### src/rtl/online_to_binary.sv
// online_to_binary: digit-serial signed-digit to two's-complement converter.
// MSD-first on-the-fly conversion using Q/QM registers, no carry chain.
module online_to_binary #(
    parameter  int no_of_digits = 4,
    parameter  int radix_bits   = 3,
    parameter  int radix        = 4,
    parameter  int log_radix    = 2,
    localparam int W            = no_of_digits * log_radix + 2
) (
    input  logic                               clk,
    input  logic                               rst_n,
    input  logic                               in_valid,
    output logic                               in_ready,
    input  logic [no_of_digits*radix_bits-1:0] x_in,
    input  logic                               in_neg,
    output logic                               out_valid,
    input  logic                               out_ready,
    output logic [W-1:0]                       result,
    output logic                               digit_err
);

    localparam int XW = no_of_digits * radix_bits;
    localparam int CW = (no_of_digits > 2) ? $clog2(no_of_digits) : 1;
    localparam int DW = radix_bits + 1;
    localparam int DMAX = radix - 1;

    localparam logic [1:0] IDLE = 2'd0;
    localparam logic [1:0] CONV = 2'd1;
    localparam logic [1:0] DONE = 2'd2;

    localparam logic [CW-1:0] CNT_TOP = CW'(no_of_digits - 1);
    localparam logic [radix_bits-1:0] MIN_PAT =
        {1'b1, {(radix_bits-1){1'b0}}};
    localparam logic [DW-1:0] DMAX_V = DMAX[DW-1:0];

    logic [1:0]    state;
    logic [XW-1:0] x_q;
    logic          neg_q;
    logic [CW-1:0] cnt;
    logic [W-1:0]  q;
    logic [W-1:0]  qm;
    logic          err;

    logic [radix_bits-1:0] digs [no_of_digits];
    logic [radix_bits-1:0] raw;
    logic signed [DW-1:0]  ext;
    logic signed [DW-1:0]  dv;
    logic signed [DW-1:0]  dm1;
    logic [DW-1:0]         mag;
    logic                  illegal;
    logic                  dig_pos;
    logic                  dig_neg;
    logic                  dig_zero;
    logic [log_radix-1:0]  lo_d;
    logic [log_radix-1:0]  lo_dm1;
    logic [W-1:0]          q_nxt;
    logic [W-1:0]          qm_nxt;
    logic                  err_nxt;
    logic                  accept;
    logic                  last;

    assign in_ready  = (state == IDLE);
    assign out_valid = (state == DONE);
    assign accept    = in_ready && in_valid;
    assign last      = (cnt == '0);

    // Split the captured vector into its individual digits.
    always_comb begin
        for (int i = 0; i < no_of_digits; i++) begin
            digs[i] = x_q[i*radix_bits +: radix_bits];
        end
    end

    // Current digit: optional negation, legality check and low-bit fills.
    always_comb begin
        raw     = digs[cnt];
        ext     = $signed({raw[radix_bits-1], raw});
        dv      = neg_q ? -ext : ext;
        mag     = dv[DW-1] ? DW'(-dv) : DW'(dv);
        illegal = (raw == MIN_PAT) || (mag > DMAX_V);
        dm1     = dv - DW'(1);
        lo_d    = dv[log_radix-1:0];
        lo_dm1  = dm1[log_radix-1:0];
        dig_pos  = !illegal && !dv[DW-1] && (dv != '0);
        dig_neg  = !illegal && dv[DW-1];
        dig_zero = illegal || (dv == '0);
    end

    // On-the-fly Q/QM update: shift by log_radix and append low digits.
    always_comb begin
        q_nxt   = q;
        qm_nxt  = qm;
        err_nxt = err | illegal;
        unique case (1'b1)
            dig_pos: begin
                q_nxt  = {q[W-log_radix-1:0], lo_d};
                qm_nxt = {q[W-log_radix-1:0], lo_dm1};
            end
            dig_neg: begin
                q_nxt  = {qm[W-log_radix-1:0], lo_d};
                qm_nxt = {qm[W-log_radix-1:0], lo_dm1};
            end
            dig_zero: begin
                q_nxt  = {q[W-log_radix-1:0], {log_radix{1'b0}}};
                qm_nxt = {qm[W-log_radix-1:0], {log_radix{1'b1}}};
            end
        endcase
    end

    // Control FSM: accept, walk n digits, hold the result until taken.
    always_ff @(posedge clk or negedge rst_n) begin
        if (!rst_n) begin
            state <= IDLE;
        end else begin
            case (state)
                IDLE:    if (in_valid) state <= CONV;
                CONV:    if (last) state <= DONE;
                DONE:    if (out_ready) state <= IDLE;
                default: state <= IDLE;
            endcase
        end
    end

    // Input capture and digit counter.
    always_ff @(posedge clk or negedge rst_n) begin
        if (!rst_n) begin
            x_q   <= '0;
            neg_q <= 1'b0;
            cnt   <= CNT_TOP;
        end else if (accept) begin
            x_q   <= x_in;
            neg_q <= in_neg;
            cnt   <= CNT_TOP;
        end else if (state == CONV && !last) begin
            cnt   <= cnt - CW'(1);
        end
    end

    // Conversion registers, reinitialised on every accepted vector.
    always_ff @(posedge clk or negedge rst_n) begin
        if (!rst_n) begin
            q   <= '0;
            qm  <= '1;
            err <= 1'b0;
        end else if (accept) begin
            q   <= '0;
            qm  <= '1;
            err <= 1'b0;
        end else if (state == CONV) begin
            q   <= q_nxt;
            qm  <= qm_nxt;
            err <= err_nxt;
        end
    end

    // Output registers update only when the last digit is folded in.
    always_ff @(posedge clk or negedge rst_n) begin
        if (!rst_n) begin
            result    <= '0;
            digit_err <= 1'b0;
        end else if (state == CONV && last) begin
            result    <= q_nxt;
            digit_err <= err_nxt;
        end
    end

endmodule

### config.mk
export PLATFORM = sky130hd
export DESIGN_NAME = online_to_binary
export DESIGN_NICKNAME = d
export VERILOG_FILES = /design/src/rtl/online_to_binary.sv
export SDC_FILE = /design/constraint.sdc
export NUM_CORES = 1
export LEC_CHECK = 0
export ABC_AREA = 1
export BUFFER_PORTS_ARGS = -buffer_cell sky130_fd_sc_hd__buf_4
export CAP_MARGIN = 20
export CORE_ASPECT_RATIO = 1.75
export CORE_UTILIZATION = 54
export DETAILED_ROUTE_END_ITERATION = 16
export GPL_TIMING_DRIVEN = 0
export PLACE_DENSITY = 0.75
export SYNTH_ARGS = -nofsm -noshare
export SYNTH_HDL_FRONTEND = slang
export SYNTH_SLANG_ARGS = --single-unit
### constraint.sdc
create_clock -name clk -period 5.2 [get_ports clk]
set_clock_uncertainty 0.2 [all_clocks]
set_input_delay 0.52 -clock clk [delete_from_list [all_inputs] [get_ports clk]]
set_output_delay 0.52 -clock clk [all_outputs]
set_load 0.005 [all_outputs]
==> Yosys cells after proc, flatten, opt, wreduce, memory -nomap -nowiden <==
Index checks and enable logic that the tools add are counted.
W data, S select, Z words.
{ "classes": {"div": 0, "addsub": 4, "n_bitwise": 2, "eq_ne": 6, "mul": 0, "magnitude_cmp": 2, "muxes": 19, "reduce_logical": 18, "shift": 0} }
{ "op_table": {"columns": ["cell", "count"], "rows": [
  ["$mux W8", 4],
  ["$pmux W10 S3", 1],
  ["$pmux W8 S3", 1],
  ["$mux W2", 5],
  ["$mux W4", 2],
  ["$bmux W3 S2", 1],
  ["$logic_and A1 B1 Y1", 6],
  ["$mux W3", 2],
  ["$pmux W2 S3", 1],
  ["$gt A4 B2 Y1 const B", 1],
  ["$logic_not A2 Y1", 2],
  ["$logic_not A4 Y1", 1],
  ["$ne A2 B2 Y1 const B", 2],
  ["$neg A3 Y4", 1],
  ["$neg A4 Y4", 1],
  ["$reduce_bool A2 Y1", 2],
  ["$reduce_bool A4 Y1", 1],
  ["$eq A3 B3 Y1 const B", 1],
  ["$ge A3 B3 Y1 const B", 1],
  ["$logic_not A1 Y1", 3],
  ["$not A2 Y3", 1],
  ["$reduce_and A3 Y1", 1],
  ["$eq A2 B1 Y1 const B", 1],
  ["$eq A2 B2 Y1 const B", 1],
  ["6 further kinds", 8]
]} }
{ "word_totals": {"romBits": 0, "mem_bits_rw": 0, "inputBits": 17, "mem_count": 0, "regBits": 45, "latch_bits": 0} }

==> Longest topological paths before layout <==
Gate-level depths: netlist of the first run.
{ "depth": {"ltp_word": 16, "ltp_mapped": 18, "mapped_depth_nobuf": 17} }

==> Least setup slack after synthesis of the first run <==
OpenSTA, ideal clock, no wires.
{ "synth_path": {"kind": "reg2reg", "from": "register cnt[0]", "to": "register qm[0]", "setup_slack_ps": 2787, "synth_period_minus_slack_ps": 2413, "setup_time_ps": 72, "arrival_ps": 2140, "path_stages_with_launch": 18, "path_cell_list": "dfstp_2 > inv_2 > nand2_1 > nand3_1 > nand2_2 > ha_1 > nand2_1 > nand2_1 > inv_1 > ha_1 > nand2_1 > a21oi_2 > buf_4 > nand2_2 > nor2_4 > nand3_2 > nand2_1 > inv_1"} }
{ "synth_between": {"elab_chain_len": 16, "elab_cells_between_ends": 23, "cone_classes": "add/sub: 3; order compare: 1; eq/ne: 1; mux: 8; bitwise: 1; reduce/logical: 9"} }
{ "synth_rtl": {"columns": ["element", "line_no", "source"], "rows": [
  ["start, declared", "39", "logic [CW-1:0] cnt;"],
  ["start signal, assigned", "135", "cnt <= cnt - CW'(1);"],
  ["$not A2 Y3 (implied by the code) (*)", "76", "raw = digs[cnt];"],
  ["$bmux W3 S2 (*)", "76", null],
  ["$mux W3 (implied by the code) (*) (2 in series)", "76", null],
  ["$neg A3 Y4", "78", "dv = neg_q ? -ext : ext;"],
  ["$mux W4", "78", null],
  ["$neg A4 Y4", "79", "mag = dv[DW-1] ? DW'(-dv) : DW'(dv);"],
  ["$mux W4", "79", null],
  ["$gt A4 B2 Y1", "80", "illegal = (raw == MIN_PAT) || (mag > DMAX_V);"],
  ["$logic_or A1 B1 Y1", "80", null],
  ["$logic_not A1 Y1", "84, 85", null],
  ["$logic_and A1 B1 Y1 (2 in series)", "84", "dig_pos = !illegal && !dv[DW-1] && (dv != '0);"],
  ["$pmux W8 S3 (*)", "94", "unique case (1'b1)"],
  ["$mux W8 (*)", "149", "end else if (state == CONV) begin"],
  ["$mux W8 (*)", "145", "end else if (accept) begin"],
  ["end signal, assigned", "151", "qm <= qm_nxt;"],
  ["end, declared", "41", "logic [W-1:0] qm;"]
]} }
Every way passes the cells marked *; elsewhere a longest branch is shown, timed or not. The select of a mux whose other input is x is not followed.
A chain may end at the register's enable or synchronous reset.

==> Final worst setup path of the first run <==
{ "layout_path": {"from": "register cnt[0]", "to": "register result[2]"} }
{ "layout_between": {"elab_chain_len": 14, "elab_cells_between_ends": 22, "cone_classes": "add/sub: 2; order compare: 1; eq/ne: 1; mux: 6; bitwise: 1; reduce/logical: 11"} }
{ "layout_rtl": {"columns": ["element", "line_no", "source"], "rows": [
  ["$not A2 Y3 (implied by the code)", "76", null],
  ["$bmux W3 S2", "76", null],
  ["$mux W3 (implied by the code) (2 in series)", "76", null],
  ["$neg A3 Y4", "78", null],
  ["$mux W4", "78", null],
  ["$neg A4 Y4", "79", null],
  ["$mux W4", "79", null],
  ["$gt A4 B2 Y1", "80", null],
  ["$logic_or A1 B1 Y1", "80", null],
  ["$logic_not A1 Y1", "84, 85", null],
  ["$logic_and A1 B1 Y1 (2 in series)", "84", null],
  ["$pmux W10 S3", "94", null],
  ["end signal, assigned", "162", "result <= q_nxt;"],
  ["end, declared", "18", "output logic [W-1:0] result,"]
]} }
Parallel ways exist; a longest one is shown, timed or not. The select of a mux whose other input is x is not followed.

==> results by group, run 1 <==
Clock network
  • CTS root buf: clkbuf_8
  • CTS Hold Bufs: 0
  • Post CTS Setup Buffer Count: 0
  • Resize count post-CTS: 0
  • CTS Buf Count: 5
  • Clock sinks: 45
  • Clk pin slew, worst setup/hold paths: 90 ps
  • CTS tree: yes
  • Worst-Skew Late Latency: 290 ps
  • CTS Buffer Depth: 2
  • H-tree depth: 2

Global routing
  • All-Layer GR Usage: 25.6%
  • Initial antenna violation count: 0
  • Number of global-route vias before repair: 1,895
  • First-pass GRT wire length: 8460 microns
  • GR Overflow Total: 0
  • Largest net degree at the start of global routing: 46

Drt
  • Post-DR vias/cell: 5.05
  • Met3 WL: 115 microns
  • ANT nets after route: 0
  • Top Metal Used: met4
  • DRC Markers: 0
  • Metal-1 WL: 1900 microns
  • Met2 WL post-DR: 2790 microns
  • First-pass DRT Iterations: 4
  • WL/cell: 12.7 microns
  • Routed wire length: 4920 microns
  • Iter 0 DRT Violations: 89
  • Total number of vias: 1,956

Finish
  • Commonest non-fill, non-tap cell in the layout: nand2_1
  • Synth-to-Final Area Change: 16.0%
  • Ant diodes: 0
  • Share of layout cells above drive strength 1: 18.0%
  • Final layout net count: 359
  • Most frequent cells in the layout: nand2_1, inv_1, dfrtp_1, buf_4, nand3_1

Yosys
  • Mapped Nets: 323
  • Async SR Flop Fraction: 100%
  • Synth warn: 0
  • Register area share after synthesis: 50.0%
  • Post-synthesis register bit count: 45
  • Top_reg_cell synth: dfrtp_1
  • Main area contributors after synthesis: dfrtp_1, nand2_1, dfstp_2
  • Share of the synthesized area in the top cell type: 38.5%
  • Netlist cell types: 25
  • Post-synth EDFFs: 0
  • Post-synthesis cell count: 302
  • Syn avg cell area: 7.54 sq um
  • Yosys top cell by area: dfrtp_1
  • Cell Area, Synth: 0.00228 sq mm

Timing
  • Crit share post-route: 53.9%
  • Fin. Hold Viols: 0
  • Tightest Pin Transition: 583 ps
  • Final min period: 2800 ps
  • Slew Limit Fails: 0
  • Setup repair after global routing missed its margin: no
  • Final-report setup violation count: 0
  • Setup TNS: 0 ps
  • Max frequency: 0.357 GHz
  • Relative max-transition margin: 61.1%

Critical path
  • Crit-path max FO: 9
  • Kind of critical path: reg2reg
  • Startpoint Class: flop
  • Worst R2R End: result[2]
  • Critical path data arrival time: 2790 ps
  • R2R setup slack: 2400 ps
  • RR Startpoint: cnt[0]
  • Req. time, crit path: 5190 ps
  • Cell count of the worst reg-to-reg path: 16
  • Critical path capture point type: flop

Worst hold path
  • Hold WC Path Type: in2async

Place
  • # port buffers: 29
  • HPWL Detailed: 3630 microns
  • GPL Wtd Cong: 0.845

Status
  • Run status: complete, no violations

Floorplan
  • Core box area: 0.00394 sq mm
  • Starting Density: 57.8%
  • Die width: 51.1 microns
  • Die H: 87.9 microns
  • I/O Pins: 30
  • Die Area: 0.00449 sq mm
  • FP Rows: 30

Run
  • # Max-Cap Violations: 0
-- per-stage QoR --
| step | instances | setup WS, ps | hold slack (ps) | area (sq um) | util (%) |
|---|---|---|---|---|---|
| floorplan | 302 | 2790 | 24.4 | 2280 | - |
| global placement | 379 | 2440 | 262 | 2550 | 64.8 |
| detailed placement | 379 | 2400 | 265 | 2550 | 64.8 |
| CTS | 387 | 2380 | 29.5 | 2640 | 67.0 |
| global route | 387 | 2110 | 56.0 | 2640 | 67.0 |
| finish | 387 | 2400 | 18.1 | 2640 | 67.0 |
-- synth_stat cells (2+ instances only) --
cell type	count
buf_2	2
nand2_1	131
dfrtp_1	35
nand2_2	4
nand4_1	8
nand3_1	29
dfstp_2	10
clkbuf_1	5
ha_1	4
buf_4	2
a21oi_1	3
nor2_1	9
o21ai_0	7
inv_1	42
-- final cells by class --
| type | count | area, sq um |
|---|---|---|
| inverters | 43 | 161 |
| clock buffers | 6 | 72.6 |
| fillers | 365 | 1300 |
| flip-flops and latches | 45 | 1140 |
| clock inverters | 2 | 15.0 |
| repair buffers | 29 | 218 |
| well taps | 48 | 60.1 |
| multi-input cells | 204 | 922 |
| plain buffers | 10 | 55.1 |
-- how the worst max path moves through the flow --
stage,cells past startpoint,to,slack (ps),from
after floorplan,17,qm[0],2790,cnt[0]
after global placement,16,result[2],2440,cnt[0]
after detailed placement,16,result[2],2400,cnt[0]
after global routing,16,result[2],2110,cnt[0]
after CTS,16,result[2],2380,cnt[0]
final,16,result[2],2400,cnt[0]
-- flip-flops by register name, summed over array words and instances, names as in the netlist --
name       flops
state          2
qm             8
neg_q          1
cnt            2
x_q           12
digit_err      1
result        10
q              8
err            1
-- kinds of logic after synthesis --
logic type / synth area share [%]
fa+ha+maj: 2.20
flops: 50.0
compound gates: 3.79
simple gates: 34.5
buf+inv: 9.51
-- critical path, stage by stage (launching register included) --
cell and delay [ps]:
dfstp_2 610, inv_2 110, nand2_1 70, nand3_1 80, nand2_2 120, ha_1 240, nand2_1 90, nand2_1 90
inv_1 60, ha_1 150, nand2_1 70, a21oi_2 150, nand3_1 290, nand2_1 150, nand2_1 80, nand2_1 70
nand2_1 60
-- routing by layer --
layer	track usage, %	up-vias
li1	-	1000
met1	27.1	915
met2	48.9	33
met3	3.65	8
met4	10.6	0
met5	0	-
Power of run 1 is not shown: default switching activity piles up to over one toggle a cycle in this logic, so the estimate is an artifact.
==> run 2, diff against run 1 <==
--- a/config.mk
+++ b/config.mk
@@ -9,7 +9,7 @@
 export BUFFER_PORTS_ARGS = -buffer_cell sky130_fd_sc_hd__buf_4
 export CAP_MARGIN = 20
 export CORE_ASPECT_RATIO = 1.75
-export CORE_UTILIZATION = 54
+export CORE_UTILIZATION = 51
 export DETAILED_ROUTE_END_ITERATION = 16
 export GPL_TIMING_DRIVEN = 0
 export PLACE_DENSITY = 0.75
==> constraint.sdc (replaced) <==
create_clock -name clk -period 2.5 [get_ports clk]
set_clock_uncertainty 0.2 [all_clocks]
set_input_delay 0.25 -clock clk [delete_from_list [all_inputs] [get_ports clk]]
set_output_delay 0.25 -clock clk [all_outputs]
set_load 0.005 [all_outputs]
==> results by group, run 2 (synthesized netlist as in run 1, its figures left out) <==
Timing
  • Final min period: 2670 ps (-135 ps)
  • Final-report setup violation count: 25 (+25)
  • Relative max-transition margin: 59.7% (-1.4 points)
  • Setup TNS: -1780 ps (-1780 ps)
  • Hold WS: 27.1 ps (+8.95 ps)
  • Final WS setup: -165 ps (-2560 ps)
  • Tightest Pin Transition: 602 ps (+18.8 ps)
  • Setup repair after global routing missed its margin: yes
  • Slew Limit Fails: 0 (unchanged)
  • Crit share post-route: 107% (+53 points)
  • Fin. Hold Viols: 0 (unchanged)
  • Max frequency: 0.375 GHz (+5.1%)

Drt
  • Met3 WL: 246 microns (+110%)
  • ANT nets after route: 0 (unchanged)
  • Post-DR vias/cell: 5.27 (+4.3%)
  • WL/cell: 15.4 microns (+21%)
  • Iter 0 DRT Violations: 111 (+25%)
  • Routed wire length: 6580 microns (+34%)
  • First-pass DRT Iterations: 5 (+1)
  • Top Metal Used: met4
  • Met2 WL post-DR: 3710 microns (+33%)
  • DRC Markers: 0 (unchanged)
  • Metal-1 WL: 2300 microns (+21%)
  • Total number of vias: 2,251 (+15%)

Worst hold path
  • Hold WC Path Type: in2reg

Finish
  • Fillers: 291 (-20%)
  • Ant diodes: 0 (unchanged)
  • Fin area: 0.00330 sq mm (+25%)
  • Final layout net count: 398 (+11%)
  • Max reg flops: 12 (unchanged)
  • Share of layout cells above drive strength 1: 33.1% (+15 points)
  • Most frequent cells in the layout: nand2_1, buf_4, inv_1, dfrtp_1, nand3_1
  • Synth-to-Final Area Change: 45.1%
  • Regs by FF count: x_q x12, result x10
  • Commonest non-fill, non-tap cell in the layout: nand2_1
  • Top reg by flops: x_q

Global routing
  • All-Layer GR Usage: 28.4% (+2.8 points)
  • First-pass GRT wire length: 10,000 microns (+18%)
  • GR Overflow Total: 0 (unchanged)
  • Number of global-route vias before repair: 2,305 (+22%)
  • Initial antenna violation count: 0 (unchanged)
  • Largest net degree at the start of global routing: 46 (unchanged)

Status
  • Violated checks: setup timing
  • Run status: finished with violations

Critical path
  • Req. time, crit path: 2540 ps (-2650 ps)
  • Kind of critical path: reg2reg
  • Startpoint Class: flop
  • RR Startpoint: cnt[0]
  • Slowest library cell on the worst path: dfstp_2
  • WP depth: 17 (+1)
  • Critical path data arrival time: 2710 ps (-80 ps)
  • CP cell instances: inv_4 -> nand2_2 -> nand3_4 -> nand2_4 -> ha_4 -> nand2_4 -> nand2_4 -> inv_4 -> ha_4 -> nand2_4 -> a21oi_4 -> buf_6 -> nand2_4 -> nor2_4 -> nand3_2 -> nand2_1 -> inv_1
  • Cell mode on critical path: nand2_4
  • Slowest stage delay, CP: 620 ps (about the same)
  • Critical path capture point type: flop
  • Cell count of the worst reg-to-reg path: 17 (+1)
  • Beginning of the critical path: cnt[0]
  • Buffers and inverters on the worst path: 4 (+2)
  • Critical path endpoint: qm[0]
  • Crit-path leading delay family: simple AND/OR/NAND/NOR gates
  • R2R setup slack: -170 ps (-2560 ps)
  • Crit-path max FO: 6 (-3)
  • Worst R2R End: qm[0]

Floorplan
  • Starting Density: 54.4% (-3.4 points)
  • Die width: 52.5 microns (+2.8%)
  • Die Area: 0.00475 sq mm (+5.7%)
  • Core box area: 0.00419 sq mm (+6.3%)
  • Die H: 90.4 microns (+2.8%)
  • FP Rows: 31 (+3.3%)
  • I/O Pins: 30 (unchanged)

Place
  • HPWL Detailed: 3520 microns (-3.0%)
  • # port buffers: 29 (unchanged)
  • GPL Wtd Cong: 0.803 (-5.0%)
  • Dpl cell area: 0.00256 sq mm (about the same)

Clock network
  • CTS Buffer Depth: 2 (unchanged)
  • Clk pin slew, worst setup/hold paths: 80 ps (about the same)
  • CTS tree: yes
  • CTS root buf: clkbuf_8
  • H-tree depth: 2 (unchanged)
  • Worst-Skew Late Latency: 300 ps (about the same)
  • CTS Buf Count: 5 (unchanged)
  • Clock sinks: 45 (unchanged)

Run
  • # Max-Cap Violations: 0 (unchanged)
-- run 2: changes by cell type in the layout (fill, tap and decap cells not counted), moves of 3 or more --
cell / before / now
inv_4: 0 / 4
nand3_1: 29 / 17
nand2_2: 4 / 12
ha_1: 4 / 1
ha_4: 0 / 3
nand3_4: 0 / 3
inv_1: 42 / 38
buf_4: 31 / 43
dlygate4sd3_1: 0 / 15
nand3_2: 1 / 10
nand2_1: 131 / 113
buf_6: 1 / 9
nand2_4: 0 / 10
-- run 2: what timing repair did --
item	4_1_cts	5_1_grt
setup buffers	14	9
gates resized for setup	40	30
endpoints found under the hold margin	49	0
pin swaps	24	25
cloned	2	0
setup endpoints to repair	28	28
hold buffers	15	0
-- run 2: metrics by stage --
step	cells	worst slack [ps]	util, %
after floorplan	302	87.5	-
after global placement	380	-296	61.0
after detailed placement	380	-309	61.0
after CTS	418	-72.4	74.0
after global routing	427	-261	78.9
final	427	-165	78.9
-- run 2: cell type report --
type | instances | area [sq um] | area share [%]
Inverter | 43 | 171 | 5.19
Clock inverter | 1 | 30.0 | 0.909
Timing Repair Buffer | 68 | 594 | 18.0
Sequential cell | 45 | 1140 | 34.5
Tap cell | 49 | 61.3 | 1.86
Buffer | 10 | 58.8 | 1.78
Multi-Input combinational cell | 204 | 1160 | 35.2
Clock buffer | 7 | 86.3 | 2.61
-- run 2: worst min-delay path by stage --
stage / to / slack [ps] / start / depth (start not counted)
2_1_floorplan: digit_err / -250 / rst_n / 0
6_report: state[0] / 30 / in_valid / 3
3_3_place_gp: q[3] / 80 / rst_n / 1
3_5_place_dp: q[3] / 80 / rst_n / 1
4_1_cts: state[0] / 30 / in_valid / 3
5_1_grt: state[0] / 70 / in_valid / 3
-- run 2: routing by layer --
| metal | track usage, % | vias to the layer above |
|---|---|---|
| met5 | 0 | - |
| met4 | 15.8 | 0 |
| met3 | 5.72 | 25 |
| met2 | 50.5 | 76 |
| met1 | 28.9 | 1071 |
| li1 | - | 1079 |
-- run 2: worst reg2reg max path, stage by stage (launching register included) --
cell and delay [ps]:
dfstp_2 620, inv_4 80, nand2_2 100, nand3_4 90
nand2_4 90, ha_4 200, nand2_4 70, nand2_4 60
inv_4 60, ha_4 150, nand2_4 50, a21oi_4 180
buf_6 160, nand2_4 50, nor2_4 160, nand3_2 110
nand2_1 110, inv_1 50
Power of run 2 is left out for the same reason.
